### src/rtl/uart_alu_sequencer.sv
// Sequencer for the UART-RX -> ALU -> UART-TX path: gathers A, B and opcode,
// waits out the ALU latency, launches one TX byte and recovers from lost bytes.
module uart_alu_sequencer #(
    parameter int DBIT    = 8,
    parameter int NB_OP   = 6,
    parameter int NB_TO   = 16,
    parameter int TIMEOUT = 50000,
    parameter int ALU_LAT = 1
) (
    input  logic             i_clk,
    input  logic             i_reset,
    input  logic             i_rx_done_tick,
    input  logic [DBIT-1:0]  i_rx_data,
    input  logic [DBIT-1:0]  i_alu_result,
    input  logic             i_tx_done_tick,
    output logic [DBIT-1:0]  o_data_a,
    output logic [DBIT-1:0]  o_data_b,
    output logic [NB_OP-1:0] o_operation,
    output logic             o_tx_start,
    output logic [DBIT-1:0]  o_tx_data,
    output logic             o_busy,
    output logic             o_timeout_err,
    output logic             o_overrun_err
);

    localparam int NB_LAT = (ALU_LAT > 1) ? $clog2(ALU_LAT) : 1;
    localparam logic [NB_TO-1:0]  TO_LAST  = NB_TO'(TIMEOUT - 1);
    localparam logic [NB_LAT-1:0] LAT_LAST = NB_LAT'(ALU_LAT - 1);

    typedef enum logic [2:0] {
        GET_A,
        GET_B,
        GET_OP,
        EXEC,
        WAIT_TX
    } state_t;

    state_t            state, state_nxt;
    logic [DBIT-1:0]   data_a_nxt, data_b_nxt, tx_data_nxt;
    logic [NB_OP-1:0]  operation_nxt;
    logic              tx_start_nxt, timeout_nxt, overrun_nxt;
    logic              ov_pend, ov_pend_nxt;
    logic [NB_TO-1:0]  tocnt, tocnt_nxt;
    logic [NB_LAT-1:0] latcnt, latcnt_nxt;
    logic              expired;

    assign expired = (tocnt == TO_LAST);
    assign o_busy  = (state != GET_A);

    always_ff @(posedge i_clk or negedge i_reset) begin
        if (!i_reset) begin
            state         <= GET_A;
            o_data_a      <= '0;
            o_data_b      <= '0;
            o_operation   <= '0;
            o_tx_data     <= '0;
            o_tx_start    <= 1'b0;
            o_timeout_err <= 1'b0;
            o_overrun_err <= 1'b0;
            ov_pend       <= 1'b0;
            tocnt         <= '0;
            latcnt        <= '0;
        end else begin
            state         <= state_nxt;
            o_data_a      <= data_a_nxt;
            o_data_b      <= data_b_nxt;
            o_operation   <= operation_nxt;
            o_tx_data     <= tx_data_nxt;
            o_tx_start    <= tx_start_nxt;
            o_timeout_err <= timeout_nxt;
            o_overrun_err <= overrun_nxt;
            ov_pend       <= ov_pend_nxt;
            tocnt         <= tocnt_nxt;
            latcnt        <= latcnt_nxt;
        end
    end

    always_comb begin
        state_nxt     = state;
        data_a_nxt    = o_data_a;
        data_b_nxt    = o_data_b;
        operation_nxt = o_operation;
        tx_data_nxt   = o_tx_data;
        tx_start_nxt  = 1'b0;
        timeout_nxt   = 1'b0;
        overrun_nxt   = ov_pend;
        ov_pend_nxt   = 1'b0;
        tocnt_nxt     = tocnt;
        latcnt_nxt    = latcnt;
        unique case (state)
            GET_A: begin
                tocnt_nxt = '0;
                if (i_rx_done_tick) begin
                    data_a_nxt = i_rx_data;
                    state_nxt  = GET_B;
                end
            end
            GET_B: begin
                if (i_rx_done_tick) begin
                    data_b_nxt = i_rx_data;
                    tocnt_nxt  = '0;
                    state_nxt  = GET_OP;
                end else if (expired) begin
                    timeout_nxt = 1'b1;
                    tocnt_nxt   = '0;
                    state_nxt   = GET_A;
                end else begin
                    tocnt_nxt = tocnt + NB_TO'(1);
                end
            end
            GET_OP: begin
                if (i_rx_done_tick) begin
                    operation_nxt = i_rx_data[NB_OP-1:0];
                    latcnt_nxt    = '0;
                    tocnt_nxt     = '0;
                    state_nxt     = EXEC;
                end else if (expired) begin
                    timeout_nxt = 1'b1;
                    tocnt_nxt   = '0;
                    state_nxt   = GET_A;
                end else begin
                    tocnt_nxt = tocnt + NB_TO'(1);
                end
            end
            EXEC: begin
                latcnt_nxt = latcnt + NB_LAT'(1);
                if (latcnt == LAT_LAST) begin
                    tx_data_nxt  = i_alu_result;
                    tx_start_nxt = 1'b1;
                    state_nxt    = WAIT_TX;
                    // defer a colliding overrun so it never lands on tx_start
                    ov_pend_nxt  = i_rx_done_tick;
                end else begin
                    overrun_nxt = i_rx_done_tick;
                end
            end
            WAIT_TX: begin
                if (i_rx_done_tick) begin
                    overrun_nxt = 1'b1;
                end
                if (i_tx_done_tick) begin
                    state_nxt = GET_A;
                end
            end
            default: state_nxt = GET_A;
        endcase
    end

endmodule
### config.mk
export PLATFORM = sky130hd
export DESIGN_NAME = uart_alu_sequencer
export DESIGN_NICKNAME = d
export VERILOG_FILES = /design/src/rtl/uart_alu_sequencer.sv
export SDC_FILE = /design/constraint.sdc
export NUM_CORES = 1
export LEC_CHECK = 0
export CORE_ASPECT_RATIO = 0.5
export CORE_MARGIN = 1.5
export CORE_UTILIZATION = 54
export DETAILED_ROUTE_END_ITERATION = 6
export PLACE_DENSITY = 0.95
export SLEW_MARGIN = 20
export SYNTH_ARGS = -nofsm -noshare
export SYNTH_HDL_FRONTEND = slang
export SYNTH_SLANG_ARGS = --single-unit
### constraint.sdc
create_clock -name i_clk -period 2.7 [get_ports i_clk]
set_input_delay 0.54 -clock i_clk [delete_from_list [all_inputs] [get_ports i_clk]]
set_output_delay 0.54 -clock i_clk [all_outputs]
set_load 0.05 [all_outputs]
Word level (Yosys, flattened, before mapping). Index checks and enable logic that the tools add are counted.

Bits of input ports: 20. Logic and storage cells: 56. Register bits: 54.

Reductions and logical operators: 11. Mux-type cells: 22. Add/sub/neg operators: 2. Bitwise operators: 1. Equality and inequality tests: 9.

Operators with widths (number): $mux 16 (2); $pmux 16 s2 (1); $mux 3 (6); $add 16x1->16 const B (1); $eq 16x16->1 const B (1); $pmux 3 s5 (1); $mux 1 (10); $reduce_and 2->1 (5); $ne 2x2->1 const B (4); $eq 3x2->1 const B (2); $pmux 1 s2 (2); $reduce_bool 2->1 (2); $eq 3x1->1 const B (1); $eq 3x3->1 const B (1); $logic_not 3->1 (1); $reduce_and 3->1 (1); $reduce_bool 3->1 (1); $reduce_or 2->1 (1); $add 1x1->1 const B (1); $not 1->1 (1).

Logic depth before layout (Yosys ltp).
Depth in word-level cells: 4. Gate-level depth with buffers: 7.

Least setup slack after synthesis. Ideal clock, no wire load.

Kind: register -> output. Start: reg state[1]. End: out o_busy. Path buffers: 1. Slack: 1.015 ns. Arrival time: 1.145 ns. Stages on the path, launching flop included: 3. Cells stage by stage: dfrtp_1 -> buf_2 -> or3_1.

Longest elaborated chain between the ends: 1.

RTL lines: start, declared (line 38) `state_t state, state_nxt;`; start signal, assigned (line 64) `state <= state_nxt;`; $reduce_bool 3->1 (line 48) `assign o_busy = (state != GET_A);`; end, declared (line 21) `output logic o_busy,`.

Every way passes these cells.

Worst setup path after layout.
Start: reg state[0]. End: out o_busy.

The elaborated chain is that of the path after synthesis.

==> impl_metrics.toml <==
[status]
status = "complete, no violations"

[logic_synthesis]
avgSynthCellArea_um2 = 12.3
synth_adder_area_share_pct = 0.502
yosys-top-cells-area = "dfrtp_1, mux2_1, a31oi_1"
synth.top_cell.area_share_pct = 54.2
syn-num-nets = 223
synthFlopType = "dfrtp_1"
synth_area_um2 = 2490
seq_area_frac_synth_pct = 54.2
synth_simple_gate_area_share_pct = 17.0
async_reset_ff_share_pct = 100
synth_edf_count = 0
synthDistinctLibCells = 49
ys_seq_elements = 54
syn_inst = 202
synthXorXnorAreaFrac_pct = 0.702
synth_top_family_by_area = "simple AND/OR/NAND/NOR gates"
synth_top_area_cell = "dfrtp_1"
synth_compound_area_share_pct = 11.3
ys.warnings.count = 0
muxShareOfSynthArea_pct = 13.9

[layout]
multi_input_area_um2 = 1080
diodes = 0
final_cells = 318
final_cell_mix = "dfrtp_1, clkdlybuf4s50_1, mux2_1"
fillerInstances = 280
final_nets = 281
syn2layout_area_growth_pct = 28.4
register_area_um2 = 1350
final_util_pct = 72.4
finalInstanceArea_um2 = 3200
layout_commonest_cell = "dfrtp_1"
drive_above_1_share_pct = 13.0

[timing]
hold_viol = 0
tightest_slew_ns = 0.668
setup-violations-final = 0
skew_ns = 0.0146
rsz0062_at_grt = "false"
slew_headroom_pct = 55.5
finalMaxSlewViolations = 0
period_share_pct = 93.9
clock.fmax_mhz = 394
min_period_ns = 2.54
fin_setup_tns_ns = 0
fin_hold_ws_ns = 0.330
setup_ws_ns = 0.165

[clock_network]
clock_sinks = 54
holdBufCountCts = 0
cts_tree = "built"
post_cts_buffers = 0
cts_resized = 0
h-tree-depth = 2
cts_max_path_buffers = 2
cts_buffers = 5
worst_skew_pair.late_latency_ns = 0.33
clkTransAtPathRegs_ns = 0.09
root_buffer = "clkbuf_8"

[setup_path]
worst-setup-path-type = "reg -> out"
arrival_ns = 2.00
cp-start-kind = "register"
slowest_stage = "clkdlybuf4s50_1"
crit_required_ns = 2.16
path_cells = "or3_1, clkdlybuf4s50_1"
max_stage_delay_ns = 0.71
cp_num_buf_inv = 1
cp_top_family = "buffers and inverters"
path_max_fanout = 11
end_kind = "output port"

[detailed_routing]
drt_iter0_markers = 102
wirelength_um = 6040
wl_met2_um = 3070
highest_layer = "met4"
dr.pass1.iters = 4
vias = 1980
wl_met3_um = 393
viasPerCell = 6.23
drc_errors = 0
ant_nets = 0
post_drt_wl_per_cell_um = 19.0
drt-met1-wl_um = 2450

[pwr]
totalPowerFinal_mw = 4.14
power.leakage_nw = 1.33
pwr_density_cell_nw_per_um2 = 1290
ir_worst_vdd_mv = 0.550

[grt]
antenna_found_initial = 0
grt_pass1_vias = 1870
grt_start_max_net_pins = 55
overflow = 0
grt.total_usage_pct = 26.3
grt_pass1_wl_um = 9960

[hold_path]
hp-class = "in -> async"

[floorplanning]
start_util_pct = 56.4
die_x_um = 99.1
io_pins = 54
die_area_um2 = 5060
rows = 17
die_h_um = 51.1
fp.coreArea_um2 = 4420

[placed_design]
dp_cells = 310
dpl-instance-area_um2 = 3100
dp_hpwl_um = 4100
pre_cts_slack_ns = 0.359
portBuffers = 53
place_congestion = 0.889

[run]
drv_cap = 0
-- worst paths after layout --
path | start | endpoint | slack (ns) | depth (start not counted)
setup / recovery | state[0] | o_busy | 0.16 | 2
hold / removal | i_reset | o_tx_data[7] | 0.33 | 2
setup reg to reg | tocnt[0] | tocnt[5] | 0.51 | 5
hold reg to reg | o_tx_data[2] | o_tx_data[2] | 0.50 | 1
max in group asynchronous | i_reset | o_tx_data[2] | 1.92 | 2
min in group i_clk | o_tx_data[2] | o_tx_data[2] | 0.50 | 1
-- per-layer routing --
| layer | GRT usage (%) | up-vias |
|---|---|---|
| met4 | 7.98 | 0 |
| met3 | 6.70 | 17 |
| met5 | 0 | - |
| met2 | 46.2 | 98 |
| met1 | 32.8 | 980 |
| li1 | - | 885 |
-- logic make-up (layout without fill, tap and decap cells) --
group / after synthesis / count (layout)
muxes: 31 / 31
adders and majority gates: 1 / 1
and+or+nand+nor: 59 / 59
xor gates and xnor gates: 2 / 2
buffers and inverters: 14 / 73
AOI/OAI and AO/OA: 41 / 41
DFF: 54 / 54
-- cell type report --
cell class | count | share of cell area [%]
Tap cell | 57 | 2.23
Multi-Input combinational cell | 134 | 33.8
Inverter | 5 | 0.586
Clock buffer | 6 | 2.58
Timing Repair Buffer | 60 | 18.0
Sequential cell | 54 | 42.2
Clock inverter | 2 | 0.547
-- cell usage after synthesis (3+ instances only) --
library cell  count
a31oi_1          18
and3_1            3
buf_2             5
clkbuf_1          4
dfrtp_1          54
inv_1             3
mux2_1           28
nand2_1           8
nand3_1           7
nand3b_1          5
nand4_1           3
nor2_1            7
nor3_1            4
o21ai_1           3
or3_1             4
-- sequential cells by signal, indices dropped and copies added (netlist names) --
| name | count |
|---|---|
| state | 3 |
| o_tx_start | 1 |
| o_data_a | 8 |
| o_data_b | 8 |
| ov_pend | 1 |
| o_tx_data | 8 |
| latcnt | 1 |
| o_operation | 6 |
| tocnt | 16 |
| o_timeout_err | 1 |
| o_overrun_err | 1 |
-- worst reg2reg max path: stages (launching register included) --
cell	delay, ns
dfrtp_1	0.48
ha_1	0.25
and3_1	0.31
nand4_2	0.46
nand2_1	0.42
o22ai_1	0.15
-- power breakdown --
part | total (mW) | internal, mW | switching, mW
Clock | 0.491 | 0.212 | 0.280
Combinational | 2.31 | 0.812 | 1.50
Sequential | 1.34 | 1.10 | 0.236
Total | 4.14 | 2.13 | 2.01
Note: power is estimated with default switching activity, not from simulation.
